[config.mk]
export PLATFORM = sky130hd
export DESIGN_NAME = dac_mem_player
export DESIGN_NICKNAME = d
export VERILOG_FILES = /design/src/rtl/dac_mem_player.sv
export SDC_FILE = /design/constraint.sdc
export NUM_CORES = 1
export LEC_CHECK = 0
export CAP_MARGIN = 20
export CORE_ASPECT_RATIO = 0.5
export CORE_UTILIZATION = 55
export CTS_CLUSTER_DIAMETER = 150
export CTS_CLUSTER_SIZE = 24
export DETAILED_ROUTE_END_ITERATION = 10
export MAX_ROUTING_LAYER = met4
export PLACE_DENSITY = 0.92
export RECOVER_POWER = 100
export SLEW_MARGIN = 20
export SYNTH_ARGS = -nofsm -noshare
export SYNTH_HDL_FRONTEND = slang
export SYNTH_SLANG_ARGS = --single-unit
[constraint.sdc]
create_clock -name clk -period 6.6 [get_ports clk]
set_clock_uncertainty 0.1 [all_clocks]
set_input_delay 1.32 -clock clk [delete_from_list [all_inputs] [get_ports clk]]
set_output_delay 1.32 -clock clk [all_outputs]
set_load 0.02 [all_outputs]
[src/rtl/dac_mem_player.sv]
// dac_mem_player: replays packed multi-channel sample words from a synchronous
// BRAM onto NUM_CH DAC lanes. It supports loop or one-shot playback with a
// per-sample hold. The read-valid pipeline tracks the BRAM latency.
module dac_mem_player #(
  parameter int ADDR_WIDTH = 11,
  parameter int NUM_CH     = 2,
  parameter int SAMPLE_W   = 14,
  parameter int LANE_W     = 16,
  parameter int RD_LATENCY = 1,
  parameter logic [SAMPLE_W-1:0] IDLE_CODE = '0
) (
  input  logic                         clk,
  input  logic                         rst_n,
  input  logic                         dac_en_i,
  input  logic                         mode_i,
  input  logic [ADDR_WIDTH-1:0]        start_addr_i,
  input  logic [ADDR_WIDTH:0]          dac_len_i,
  input  logic [7:0]                   hold_i,
  output logic [ADDR_WIDTH-1:0]        mem_addr_o,
  output logic                         mem_rd_en_o,
  input  logic [NUM_CH*LANE_W-1:0]     mem_data_i,
  output logic [NUM_CH*SAMPLE_W-1:0]   dac_data_o,
  output logic                         dac_valid_o,
  output logic                         busy_o,
  output logic                         wrap_o,
  output logic                         done_o,
  output logic                         cfg_err_o
);

  typedef enum logic [1:0] {S_IDLE, S_RUN, S_DRAIN} state_t;

  localparam logic [ADDR_WIDTH:0]   LEN_ONE = 1;
  localparam logic [ADDR_WIDTH-1:0] IDX_ONE = 1;

  state_t                      r_state, w_nxt;
  logic                        r_en_d;
  logic [ADDR_WIDTH-1:0]       r_start, r_idx;
  logic [ADDR_WIDTH:0]         r_len;
  logic                        r_mode, r_wrap_pend;
  logic [7:0]                  r_hold, r_hcnt;
  // bit i set: a read issued i+1 cycles ago is still travelling through the BRAM
  logic [RD_LATENCY-1:0]       r_vld_pipe;
  logic                        w_rise, w_last, w_empty;
  logic                        w_issue, w_start, w_abort, w_done, w_cfg_err;
  logic [NUM_CH*SAMPLE_W-1:0]  w_samp;
  logic                        w_unused;

  assign w_rise   = dac_en_i & ~r_en_d;
  assign w_last   = ({1'b0, r_idx} == (r_len - LEN_ONE));
  assign w_empty  = ~mem_rd_en_o & ~(|r_vld_pipe);
  assign busy_o   = (r_state != S_IDLE);
  // upper lane bits above SAMPLE_W carry no sample data
  assign w_unused = &{1'b0, mem_data_i};

  // unpack the low SAMPLE_W bits of every lane
  always_comb begin
    w_samp = '0;
    for (int c = 0; c < NUM_CH; c++)
      w_samp[c*SAMPLE_W +: SAMPLE_W] = mem_data_i[c*LANE_W +: SAMPLE_W];
  end

  // next-state and per-cycle control strobes
  always_comb begin
    w_nxt     = r_state;
    w_issue   = 1'b0;
    w_start   = 1'b0;
    w_abort   = 1'b0;
    w_done    = 1'b0;
    w_cfg_err = 1'b0;
    case (r_state)
      S_IDLE: begin
        if (w_rise) begin
          if (dac_len_i != '0) begin
            w_nxt   = S_RUN;
            w_start = 1'b1;
          end else begin
            w_cfg_err = 1'b1;
          end
        end
      end
      S_RUN: begin
        if (!dac_en_i) begin
          w_nxt   = S_IDLE;
          w_abort = 1'b1;
        end else if (r_hcnt == '0) begin
          w_issue = 1'b1;
          if (w_last && r_mode) w_nxt = S_DRAIN;
        end
      end
      S_DRAIN: begin
        if (!dac_en_i) begin
          w_nxt   = S_IDLE;
          w_abort = 1'b1;
        end else if (w_empty) begin
          w_nxt  = S_IDLE;
          w_done = 1'b1;
        end
      end
      default: w_nxt = S_IDLE;
    endcase
  end

  // state register
  always_ff @(posedge clk or negedge rst_n) begin
    if (!rst_n) r_state <= S_IDLE;
    else        r_state <= w_nxt;
  end

  // config capture, read sequencing, valid pipeline and output lanes
  always_ff @(posedge clk or negedge rst_n) begin
    if (!rst_n) begin
      r_en_d      <= 1'b0;
      r_start     <= '0;
      r_len       <= '0;
      r_mode      <= 1'b0;
      r_hold      <= '0;
      r_idx       <= '0;
      r_hcnt      <= '0;
      r_wrap_pend <= 1'b0;
      r_vld_pipe  <= '0;
      mem_addr_o  <= '0;
      mem_rd_en_o <= 1'b0;
      dac_data_o  <= {NUM_CH{IDLE_CODE}};
      dac_valid_o <= 1'b0;
      wrap_o      <= 1'b0;
      done_o      <= 1'b0;
      cfg_err_o   <= 1'b0;
    end else begin
      r_en_d      <= dac_en_i;
      cfg_err_o   <= w_cfg_err;
      done_o      <= w_done;
      mem_rd_en_o <= w_issue;
      wrap_o      <= w_issue & r_wrap_pend & ~r_mode;

      if (w_start) begin
        r_start     <= start_addr_i;
        r_len       <= dac_len_i;
        r_mode      <= mode_i;
        r_hold      <= hold_i;
        r_idx       <= '0;
        r_hcnt      <= '0;
        r_wrap_pend <= 1'b0;
      end else if (r_state == S_RUN && !w_abort) begin
        r_hcnt <= (r_hcnt == r_hold) ? 8'd0 : r_hcnt + 8'd1;
      end

      if (w_issue) begin
        mem_addr_o  <= r_start + r_idx;
        r_idx       <= w_last ? '0 : r_idx + IDX_ONE;
        r_wrap_pend <= w_last;
      end

      // an abort drops everything still in flight
      if (w_abort) begin
        r_vld_pipe <= '0;
      end else begin
        r_vld_pipe[0] <= mem_rd_en_o;
        for (int i = 1; i < RD_LATENCY; i++) r_vld_pipe[i] <= r_vld_pipe[i-1];
      end

      if (w_abort) begin
        dac_data_o  <= {NUM_CH{IDLE_CODE}};
        dac_valid_o <= 1'b0;
      end else if (r_vld_pipe[RD_LATENCY-1]) begin
        dac_data_o  <= w_samp;
        dac_valid_o <= 1'b1;
      end else begin
        dac_valid_o <= 1'b0;
      end
    end
  end

endmodule
==> impl_metrics.env, run 1 <==
export IMPL_status="finished, violations left"
export IMPL_violations="max-capacitance violations, max-slew violations"
export IMPL_portBuffers=107
export IMPL_htreeDepth=3
export IMPL_drive_gt1_share_pct=9.359
export IMPL_path_clk_slew_ns=0.07
export IMPL_synth_top_area_share_pct=49.64
export IMPL_yosys_cell_types_count=58
export IMPL_crit_family="simple AND/OR/NAND/NOR gates"
export IMPL_final_cell_mix="dfrtp_1, clkdlybuf4s50_1, nand2_1, dlygate4sd3_1, o21ai_0"
export IMPL_final_cells=694
export IMPL_cp_required_ns=6.78
export IMPL_worst_setup_path_type="input port to flop"
export IMPL_die_area_sq_um=9575
export IMPL_area_delta_synth_final_pct=28.20
export IMPL_cpPeakStageDelay_ns=0.86
export IMPL_cts_tree="built"
export IMPL_cp_max_fo=35
export IMPL_ios=112
export IMPL_place_congestion=0.8182
export IMPL_path_buf_inv=2
export IMPL_setup_viol=0
export IMPL_async_reset_ff_share_pct=100.0
export IMPL_cts_sinks=100
export IMPL_critical_path_endpoint_type="flop"
export IMPL_clock_fmax_mhz=240.2
export IMPL_syn_num_nets=559
export IMPL_vias_per_cell=5.791
export IMPL_ctsResizeCount=0
export IMPL_antenna_found_initial=0
export IMPL_cts_hold_buffers=0
export IMPL_yosys_register_bits=100
export IMPL_root_buffer="clkbuf_16"
export IMPL_cap_violations=1
export IMPL_vias=4019
export IMPL_mostFrequentLayoutCell="dfrtp_1"
export IMPL_cp_arrival_ns=4.35
export IMPL_drtIter0Drc=322
export IMPL_rsz0062_at_grt="false"
export IMPL_syn_inst=474
export IMPL_grt_first_pass_wirelength_microns=19040
export IMPL_antenna_cells=0
export IMPL_drtPass1Iterations=5
export IMPL_crit_path_cell_trace="dlygate4sd3_1, nand3_1, inv_1, nor2_1, nand2_1, nand2_1"
export IMPL_yosysWarnings=0
export IMPL_cp_start_kind="input port"
export IMPL_gr_usage_all_layers_pct=26.32
export IMPL_fillers=614
export IMPL_ys_seq_area_share_pct=49.64
export IMPL_nets=657
export IMPL_die_x_microns=137.4
export IMPL_post_cts_buffers=0
export IMPL_rows=24
export IMPL_initial_core_util_pct=57.30
export IMPL_finalCritPeriodShare_pct=63.08
export IMPL_synth_area_sq_um=5041
export IMPL_numCtsBuffers=9
export IMPL_worstMarginPinSlew_ns=1.503
export IMPL_cp_common_cell="nand2_1"
export IMPL_ant_nets=0
export IMPL_slowest_stage="nand3_1"
export IMPL_regArea_sq_um=2502
export IMPL_die_height_microns=69.70
export IMPL_clk_latency_ns=0.35
export IMPL_post_route_min_period_ns=4.164
export IMPL_synth_edff_count=0
export IMPL_ys_flop_type="dfrtp_1"
export IMPL_coreArea_sq_um=8798
export IMPL_slew_viol_final=30
export IMPL_avgSynthCellArea_sq_um=10.64
export IMPL_yosysTopAreaCell="dfrtp_1"
export IMPL_power_density_nw_per_um2=400.3
export IMPL_slew_headroom_pct=-0.2491
export IMPL_dpl_hpwl_microns=7799
export IMPL_clock_path_buffers=2
export IMPL_grt_ovfl_total=0
export IMPL_remaining_drc_errors=0
export IMPL_wl_per_cell_microns=16.33
export IMPL_wirelength_microns=11340
export IMPL_multi_input_area_sq_um=2376
export IMPL_hp_class="flop to flop"
export IMPL_ir_drop_mv=0.2269
export IMPL_setup_tns_ns=0
export IMPL_grt_max_degree=88
export IMPL_synthTopCellsByArea="dfrtp_1, mux2_2, a22o_1, ha_1, nand2_1"
export IMPL_p_leak_nw=2.910
export IMPL_grt_pass1_vias=3979
export IMPL_hold_viol_final=0
export IMPL_dp_cells=678
## final cells by class
cell class / count / area share, %
clock buffer: 9 / 3.485
sequential: 100 / 38.72
multi-input combinational: 335 / 36.77
clock inverter: 7 / 1.007
tap: 117 / 2.265
timing repair buffer: 109 / 16.77
inverter: 17 / 0.9874
## worst register-to-register path: cells and delay by family (launching register included)
kind	cells	cell delay, ns
compound gates	1	0.26
buf+inv	1	0.70
flops	1	0.44
simple gates	4	2.08
## registers in the layout, summed over array words and instances (netlist names), 2 cells and up
signal / count
r_start: 11
r_len: 12
mem_addr_o: 11
r_hcnt: 8
r_idx: 11
r_state: 2
dac_data_o: 28
r_hold: 8
## Yosys cell counts (2+ instances only)
cell	instances
nor2_1	20
nand2_1	47
dfrtp_1	100
ha_1	17
o22ai_1	5
mux2i_1	2
nor4b_1	2
o21a_1	2
a21o_1	3
clkbuf_1	16
o21ai_0	29
xor2_1	11
nor4_1	6
buf_6	2
nand4_1	7
nor2b_1	8
or4_1	2
and2_1	2
nand2b_1	6
nor3_2	2
a211oi_1	2
nor3b_1	8
xnor2_1	18
a21oi_1	16
nand3b_1	7
o21ai_1	2
o221ai_1	2
nor3_1	12
or3_1	2
o2111ai_1	2
mux2_2	26
nand3_1	9
inv_1	16
and3_1	10
buf_2	3
a22o_1	28
## where the power goes
part / leakage [nW] / total (W) / internal (W) / switching, W
Combinational: 1.48 / 0.00106 / 0.000497 / 0.000561
Clock: 0.140 / 0.000511 / 0.000265 / 0.000246
Sequential: 1.29 / 0.00102 / 0.000835 / 0.000182
## through the flow
step / total power, W / hold slack, ns / instance area [sq um] / setup WS (ns) / util (%)
2_1_floorplan: 0.001708 / 0.3256 / 5041 / 3.815 / -
3_3_place_gp: 0.002069 / 0.3536 / 6177 / 2.832 / 70.21
6_report: 0.002587 / 0.3682 / 6462 / 2.436 / 73.45
4_1_cts: 0.002653 / 0.3766 / 6467 / 3.068 / 73.51
3_5_place_dp: 0.002126 / 0.3673 / 6177 / 2.702 / 70.21
5_1_grt: 0.002758 / 0.3934 / 6462 / 2.144 / 73.45
## cell families after synthesis
kind of cell / count (synthesis) / share of synthesized area, %
and+or+nand+nor: 157 / 17.08
AOI/OAI and AO/OA: 103 / 14.15
DFF: 100 / 49.64
buffers and inverters: 39 / 3.276
xor gates and xnor gates: 29 / 5.038
muxes: 28 / 6.205
adders and majority gates: 18 / 4.616
## worst paths after layout
kind                                      endpoint  slack, ns  cells after the start             startpoint
max in group asynchronous    r_hold[1]$_DFFE_PN0P_       4.28                      2                  rst_n
hold reg to reg                   wrap_o$_DFF_PN0_       0.37                      1     r_mode$_DFFE_PN0P_
setup / recovery              r_idx[8]$_DFFE_PN0P_       2.44                      6               dac_en_i
min in group asynchronous   r_start[1]$_DFFE_PN0P_       0.90                      1                  rst_n
hold / removal                    wrap_o$_DFF_PN0_       0.37                      1     r_mode$_DFFE_PN0P_
setup reg to reg           r_wrap_pend$_DFFE_PN0P_       2.91                      6  r_hcnt[4]$_DFFE_PN0P_
## layer usage
layer | part of all wire [%] | track usage (%) | vias up
li1 | - | - | 1909
met2 | 51 | 43.38 | 147
met5 | 0 | - | -
met3 | 4.9 | 5.629 | 16
met4 | 1.1 | 6.105 | 0
met1 | 43 | 33.25 | 1947
No activity file was read; power rests on OpenSTA's default activity.
==> run 2: changes to the inputs <==
--- a/config.mk
+++ b/config.mk
@@ -7,12 +7,12 @@
 export LEC_CHECK = 0
 export CAP_MARGIN = 20
 export CORE_ASPECT_RATIO = 0.5
-export CORE_UTILIZATION = 55
+export CORE_UTILIZATION = 51
 export CTS_CLUSTER_DIAMETER = 150
 export CTS_CLUSTER_SIZE = 24
 export DETAILED_ROUTE_END_ITERATION = 10
 export MAX_ROUTING_LAYER = met4
-export PLACE_DENSITY = 0.92
+export PLACE_DENSITY = 0.87
 export RECOVER_POWER = 100
 export SLEW_MARGIN = 20
 export SYNTH_ARGS = -nofsm -noshare
==> constraint.sdc (replaced) <==
create_clock -name clk -period 4.3 [get_ports clk]
set_clock_uncertainty 0.1 [all_clocks]
set_input_delay 0.86 -clock clk [delete_from_list [all_inputs] [get_ports clk]]
set_output_delay 0.86 -clock clk [all_outputs]
set_load 0.02 [all_outputs]
==> run 2 against run 1 <==
The run still ends with max-capacitance violations, max-slew violations left. Global-route usage decreased by 2.3 points. Critical path depth rose by 2. Largest cell class unchanged. Highest routed layer unchanged. Clock power is 51% higher. Critical endpoint is now r_state[0]$_DFFE_PN0P_. Final area barely moved. Sequential power increased by 53%.
==> impl_metrics.env, run 2 (synthesis results as in run 1) <==
export IMPL_status="finished, violations left"
export IMPL_violations="max-capacitance violations, max-slew violations"
export IMPL_vias_per_cell=5.560
export IMPL_mostFrequentLayoutCell="dfrtp_1"
export IMPL_root_buffer="clkbuf_16"
export IMPL_r2r_slack_ns=1.02
export IMPL_finalCritPeriodShare_pct=76.66
export IMPL_cp_required_ns=4.43
export IMPL_reg_top3="dac_data_o: 28 flops, r_len: 12 flops"
export IMPL_initial_core_util_pct=53.01
export IMPL_clk_latency_ns=0.35
export IMPL_grt_ovfl_total=0
export IMPL_coreArea_sq_um=9509
export IMPL_nets=659
export IMPL_critPathLaunch="dac_len_i[1]"
export IMPL_r2r_start="r_hcnt[4]$_DFFE_PN0P_"
export IMPL_die_area_sq_um=10310
export IMPL_largest_register_ffs=28
export IMPL_numCtsBuffers=9
export IMPL_setup_viol=0
export IMPL_htreeDepth=3
export IMPL_ctsResizeCount=0
export IMPL_setup_tns_ns=0
export IMPL_grt_max_degree=87
export IMPL_place_congestion=0.8256
export IMPL_ir_drop_mv=0.3274
export IMPL_critical_path_endpoint_type="flop"
export IMPL_die_height_microns=72.30
export IMPL_place_area_sq_um=6215
export IMPL_final_cell_mix="dfrtp_1, clkdlybuf4s50_1, nand2_1, dlygate4sd3_1, o21ai_0"
export IMPL_die_x_microns=142.6
export IMPL_drtPass1Iterations=4
export IMPL_cp_start_kind="input port"
export IMPL_cp_max_fo=48
export IMPL_clock_path_buffers=2
export IMPL_slew_viol_final=87
export IMPL_grt_first_pass_wirelength_microns=18640
export IMPL_portBuffers=107
export IMPL_remaining_drc_errors=0
export IMPL_hp_class="flop to flop"
export IMPL_setup_slack_ns=1.004
export IMPL_cp_arrival_ns=3.43
export IMPL_vias=3970
export IMPL_drive_gt1_share_pct=9.326
export IMPL_area_delta_synth_final_pct=28.29
export IMPL_post_route_min_period_ns=3.296
export IMPL_antenna_found_initial=0
export IMPL_cts_hold_buffers=0
export IMPL_dp_worst_setup_slack_ns=1.209
export IMPL_antenna_cells=0
export IMPL_power_density_nw_per_um2=611.1
export IMPL_regMostFlops="dac_data_o"
export IMPL_wl_per_cell_microns=15.34
export IMPL_clock_fmax_mhz=303.4
export IMPL_worstHoldStart="r_mode$_DFFE_PN0P_"
export IMPL_worst_setup_path_type="input port to flop"
export IMPL_hold_viol_final=0
export IMPL_cts_tree="built"
export IMPL_cts_sinks=100
export IMPL_path_clk_slew_ns=0.07
export IMPL_worstMarginPinSlew_ns=2.130
export IMPL_ant_nets=0
export IMPL_rr_endpoint="r_wrap_pend$_DFFE_PN0P_"
export IMPL_stdcell_area_sq_um=6467
export IMPL_post_cts_buffers=0
export IMPL_fillers=715
export IMPL_worst_r2r_cell_count=6
export IMPL_grt_pass1_vias=4000
export IMPL_endpoint="r_state[0]$_DFFE_PN0P_"
export IMPL_p_leak_nw=2.900
export IMPL_gr_usage_all_layers_pct=24.02
export IMPL_dpl_hpwl_microns=7792
export IMPL_rows=25
export IMPL_drtIter0Drc=255
export IMPL_ios=112
export IMPL_rsz0062_at_grt="false"
export IMPL_cap_violations=2
export IMPL_slew_headroom_pct=-41.99
export IMPL_wirelength_microns=10960
## run 2: how the worst min path moves through the flow
stage	to	cells after the start	slack, ns
CTS	wrap_o$_DFF_PN0_	1	0.36
floorplan	wrap_o$_DFF_PN0_	1	0.33
global placement	r_wrap_pend$_DFFE_PN0P_	1	0.35
detailed placement	wrap_o$_DFF_PN0_	1	0.35
finish	wrap_o$_DFF_PN0_	1	0.36
global route	wrap_o$_DFF_PN0_	1	0.38
## run 2: final cells by class
type / instances / area (sq um) / share of cell area [%]
Timing Repair Buffer: 111 / 1086 / 16.79
Clock inverter: 7 / 56.30 / 0.8706
Multi-Input combinational cell: 335 / 2365 / 36.56
Clock buffer: 9 / 225.2 / 3.482
Tap cell: 135 / 168.9 / 2.612
Sequential cell: 100 / 2502 / 38.69
Inverter: 17 / 63.81 / 0.9867
## run 2: power by group
group	switching, W	internal, W	leakage, nW	total, W
combinational	0.000862	0.000763	1.47	0.00163
clock	0.000370	0.000401	0.137	0.000771
sequential	0.000273	0.00128	1.29	0.00156
total	0.00151	0.00245	2.90	0.00395
## run 2: stage by stage
stage / cells / total power, W / util [%] / hold slack [ns]
2_1_floorplan: 474 / 0.002622 / - / 0.3256
3_3_place_gp: 698 / 0.003195 / 65.36 / 0.3529
3_5_place_dp: 698 / 0.003273 / 65.36 / 0.3536
4_1_cts: 714 / 0.004060 / 68.32 / 0.3604
5_1_grt: 714 / 0.004221 / 68.01 / 0.3809
6_report: 714 / 0.003952 / 68.01 / 0.3595
## run 2: critical path, stage by stage
cell and delay (ns):
dlygate4sd3_1 0.55, nor4_1 0.39, and3_1 0.25, nor3_1 0.07
clkbuf_2 0.60, a32o_1 0.48, a21oi_1 0.12, nand3b_1 0.09
## run 2: per-layer routing
metal / GRT usage (%) / vias up / part of all wire (%)
li1: - / 1915 / -
met1: 29.40 / 1937 / 45
met2: 39.54 / 101 / 50
met3: 5.083 / 17 / 3.9
met4: 9.438 / 0 / 1.5
met5: - / - / 0
==> run 3: changes to the inputs <==
==> constraint.sdc (replaced) <==
create_clock -name clk -period 3.1 [get_ports clk]
set_clock_uncertainty 0.1 [all_clocks]
set_input_delay 0.62 -clock clk [delete_from_list [all_inputs] [get_ports clk]]
set_output_delay 0.62 -clock clk [all_outputs]
set_load 0.02 [all_outputs]
==> run 3 against run 2 <==
The run now ends clean. Routed wire length increased by 0.70%. Non-clock buffer count rose by 9. Combinational power rose by 40%. Via count rose by 0.50%. Core utilization rose by 1.2 points. Sequential share of layout area shrank 0.65 points. Sequential cell count unchanged. First-iteration DRC count is 5.1% higher. Hold slack gained 0.012 ns. Critical path depth is 2 lower. Total power increased by 42%. Register-to-register slack got worse by 0.67 ns. Critical endpoint is now r_len[5]$_DFFE_PN0P_. Largest cell class unchanged.
==> impl_metrics.env, run 3 (synthesis results as in run 1) <==
export IMPL_slew_viol_final=0
export IMPL_drtIter0Drc=268
export IMPL_vias_per_cell=5.519
export IMPL_power_frac_clock_pct=21.0
export IMPL_cts_hold_buffers=0
export IMPL_slowest_stage="nor3_4"
export IMPL_setup_tns_ns=0
export IMPL_grt_first_pass_wirelength_microns=18480
export IMPL_reg_top3="dac_data_o: 28 flops, r_len: 12 flops"
export IMPL_place_congestion=0.8488
export IMPL_cp_start_kind="input port"
export IMPL_crit_path_cell_trace="dlygate4sd3_1, nor4_1, and3_1, nor3_4, clkbuf_2, mux2_2"
export IMPL_final_cell_mix="dfrtp_1, clkdlybuf4s50_1, nand2_1, dlygate4sd3_1, o21ai_0"
export IMPL_clock_path_buffers=2
export IMPL_clock_fmax_mhz=363.0
export IMPL_p_leak_nw=2.963
export IMPL_gr_usage_all_layers_pct=23.87
export IMPL_rows=25
export IMPL_worst_setup_path_type="input port to flop"
export IMPL_hp_class="flop to flop"
export IMPL_p_sw_w=0.002109
export IMPL_grt_ovfl_total=0
export IMPL_whs_ns=0.3714
export IMPL_grt_max_degree=49
export IMPL_root_buffer="clkbuf_16"
export IMPL_cap_violations=0
export IMPL_coreArea_sq_um=9509
export IMPL_portBuffers=107
export IMPL_area_delta_synth_final_pct=30.50
export IMPL_cts_tree="built"
export IMPL_power_density_nw_per_um2=853.4
export IMPL_antenna_found_initial=0
export IMPL_regMostFlops="dac_data_o"
export IMPL_mostFrequentLayoutCell="dfrtp_1"
export IMPL_fillers=687
export IMPL_hold_viol_final=0
export IMPL_ir_drop_mv=0.4389
export IMPL_die_area_sq_um=10310
export IMPL_dpl_hpwl_microns=7836
export IMPL_setup_viol=0
export IMPL_status="completed"
export IMPL_ant_nets=0
export IMPL_clk_latency_ns=0.36
export IMPL_worstMarginPinSlew_ns=1.159
export IMPL_drive_gt1_share_pct=11.05
export IMPL_cp_max_fo=21
export IMPL_internal_power_w=0.003505
export IMPL_initial_core_util_pct=53.01
export IMPL_cp_required_ns=3.24
export IMPL_switching_share_pct=37.56
export IMPL_htreeDepth=3
export IMPL_drtPass1Iterations=4
export IMPL_wl_per_cell_microns=15.26
export IMPL_ctsResizeCount=0
export IMPL_remaining_drc_errors=0
export IMPL_antenna_cells=0
export IMPL_cp_arrival_ns=2.89
export IMPL_cts_sinks=100
export IMPL_grt_pass1_vias=3930
export IMPL_slew_headroom_pct=22.72
export IMPL_rsz0062_at_grt="false"
export IMPL_nets=668
export IMPL_largest_register_ffs=28
export IMPL_cpPeakStageDelay_ns=0.58
export IMPL_numCtsBuffers=9
export IMPL_die_height_microns=72.30
export IMPL_vias=3990
export IMPL_path_clk_slew_ns=0.07
export IMPL_wirelength_microns=11030
export IMPL_die_x_microns=142.6
export IMPL_ios=112
export IMPL_seq_power_share_pct=38.4
export IMPL_post_route_min_period_ns=2.755
export IMPL_critical_path_endpoint_type="flop"
export IMPL_post_cts_buffers=0
export IMPL_p_comb_share_pct=40.6
export IMPL_finalCritPeriodShare_pct=88.87
-- run 3: worst max-delay path: cells and delay by family --
family	cells	cell delay [ns]
muxes	1	0.39
buffers and inverters	2	1.03
and+or+nand+nor	3	0.86
-- run 3: worst paths after layout --
path	from	end	slack [ns]	cells past startpoint
hold / removal	r_mode$_DFFE_PN0P_	wrap_o$_DFF_PN0_	0.37	1
min in group asynchronous	rst_n	r_start[0]$_DFFE_PN0P_	0.38	1
hold reg to reg	r_mode$_DFFE_PN0P_	wrap_o$_DFF_PN0_	0.37	1
setup / recovery	dac_len_i[1]	r_len[5]$_DFFE_PN0P_	0.35	6
max in group asynchronous	rst_n	r_idx[1]$_DFFE_PN0P_	1.03	2
setup reg to reg	r_len[0]$_DFFE_PN0P_	r_idx[9]$_DFFE_PN0P_	0.35	7
-- run 3: final cells by class --
cell class | count | area [sq um] | area share [%]
flip-flops and latches | 100 | 2502 | 38.04
inverters | 17 | 63.81 | 0.9700
repair buffers | 120 | 1151 | 17.50
multi-input cells | 335 | 2380 | 36.17
clock inverters | 7 | 87.58 | 1.331
well taps | 135 | 168.9 | 2.568
clock buffers | 9 | 225.2 | 3.423
-- run 3: power groups by stage --
stage | Combinational, W | Sequential [W] | Clock [W]
finish | 0.00228 | 0.00215 | 0.00118
global route | 0.00249 | 0.00223 | 0.00126
CTS | 0.00239 | 0.00217 | 0.00120
detailed placement | 0.00236 | 0.00218 | 0
global placement | 0.00229 | 0.00216 | 0
floorplan | 0.00126 | 0.00238 | 0
-- run 3: routing by layer --
layer	up-vias	track usage, %	share of wire, %
met1	1956	28.74	43
met4	0	8.961	0.90
met2	100	40.58	52
li1	1923	-	-
met5	-	-	0
met3	11	4.488	4.2
-- run 3: stage by stage --
step	instance area, sq um	worst slack [ns]	util [%]	total power [W]	instances
after detailed placement	6295	-0.2161	66.20	0.004546	707
final	6579	0.3450	69.18	0.005614	723
after global routing	6579	0.1489	69.18	0.005982	723
after global placement	6295	-0.1453	66.20	0.004454	707
after floorplan	5041	0.6022	-	0.003637	474
after CTS	6608	0.1467	69.49	0.005763	723
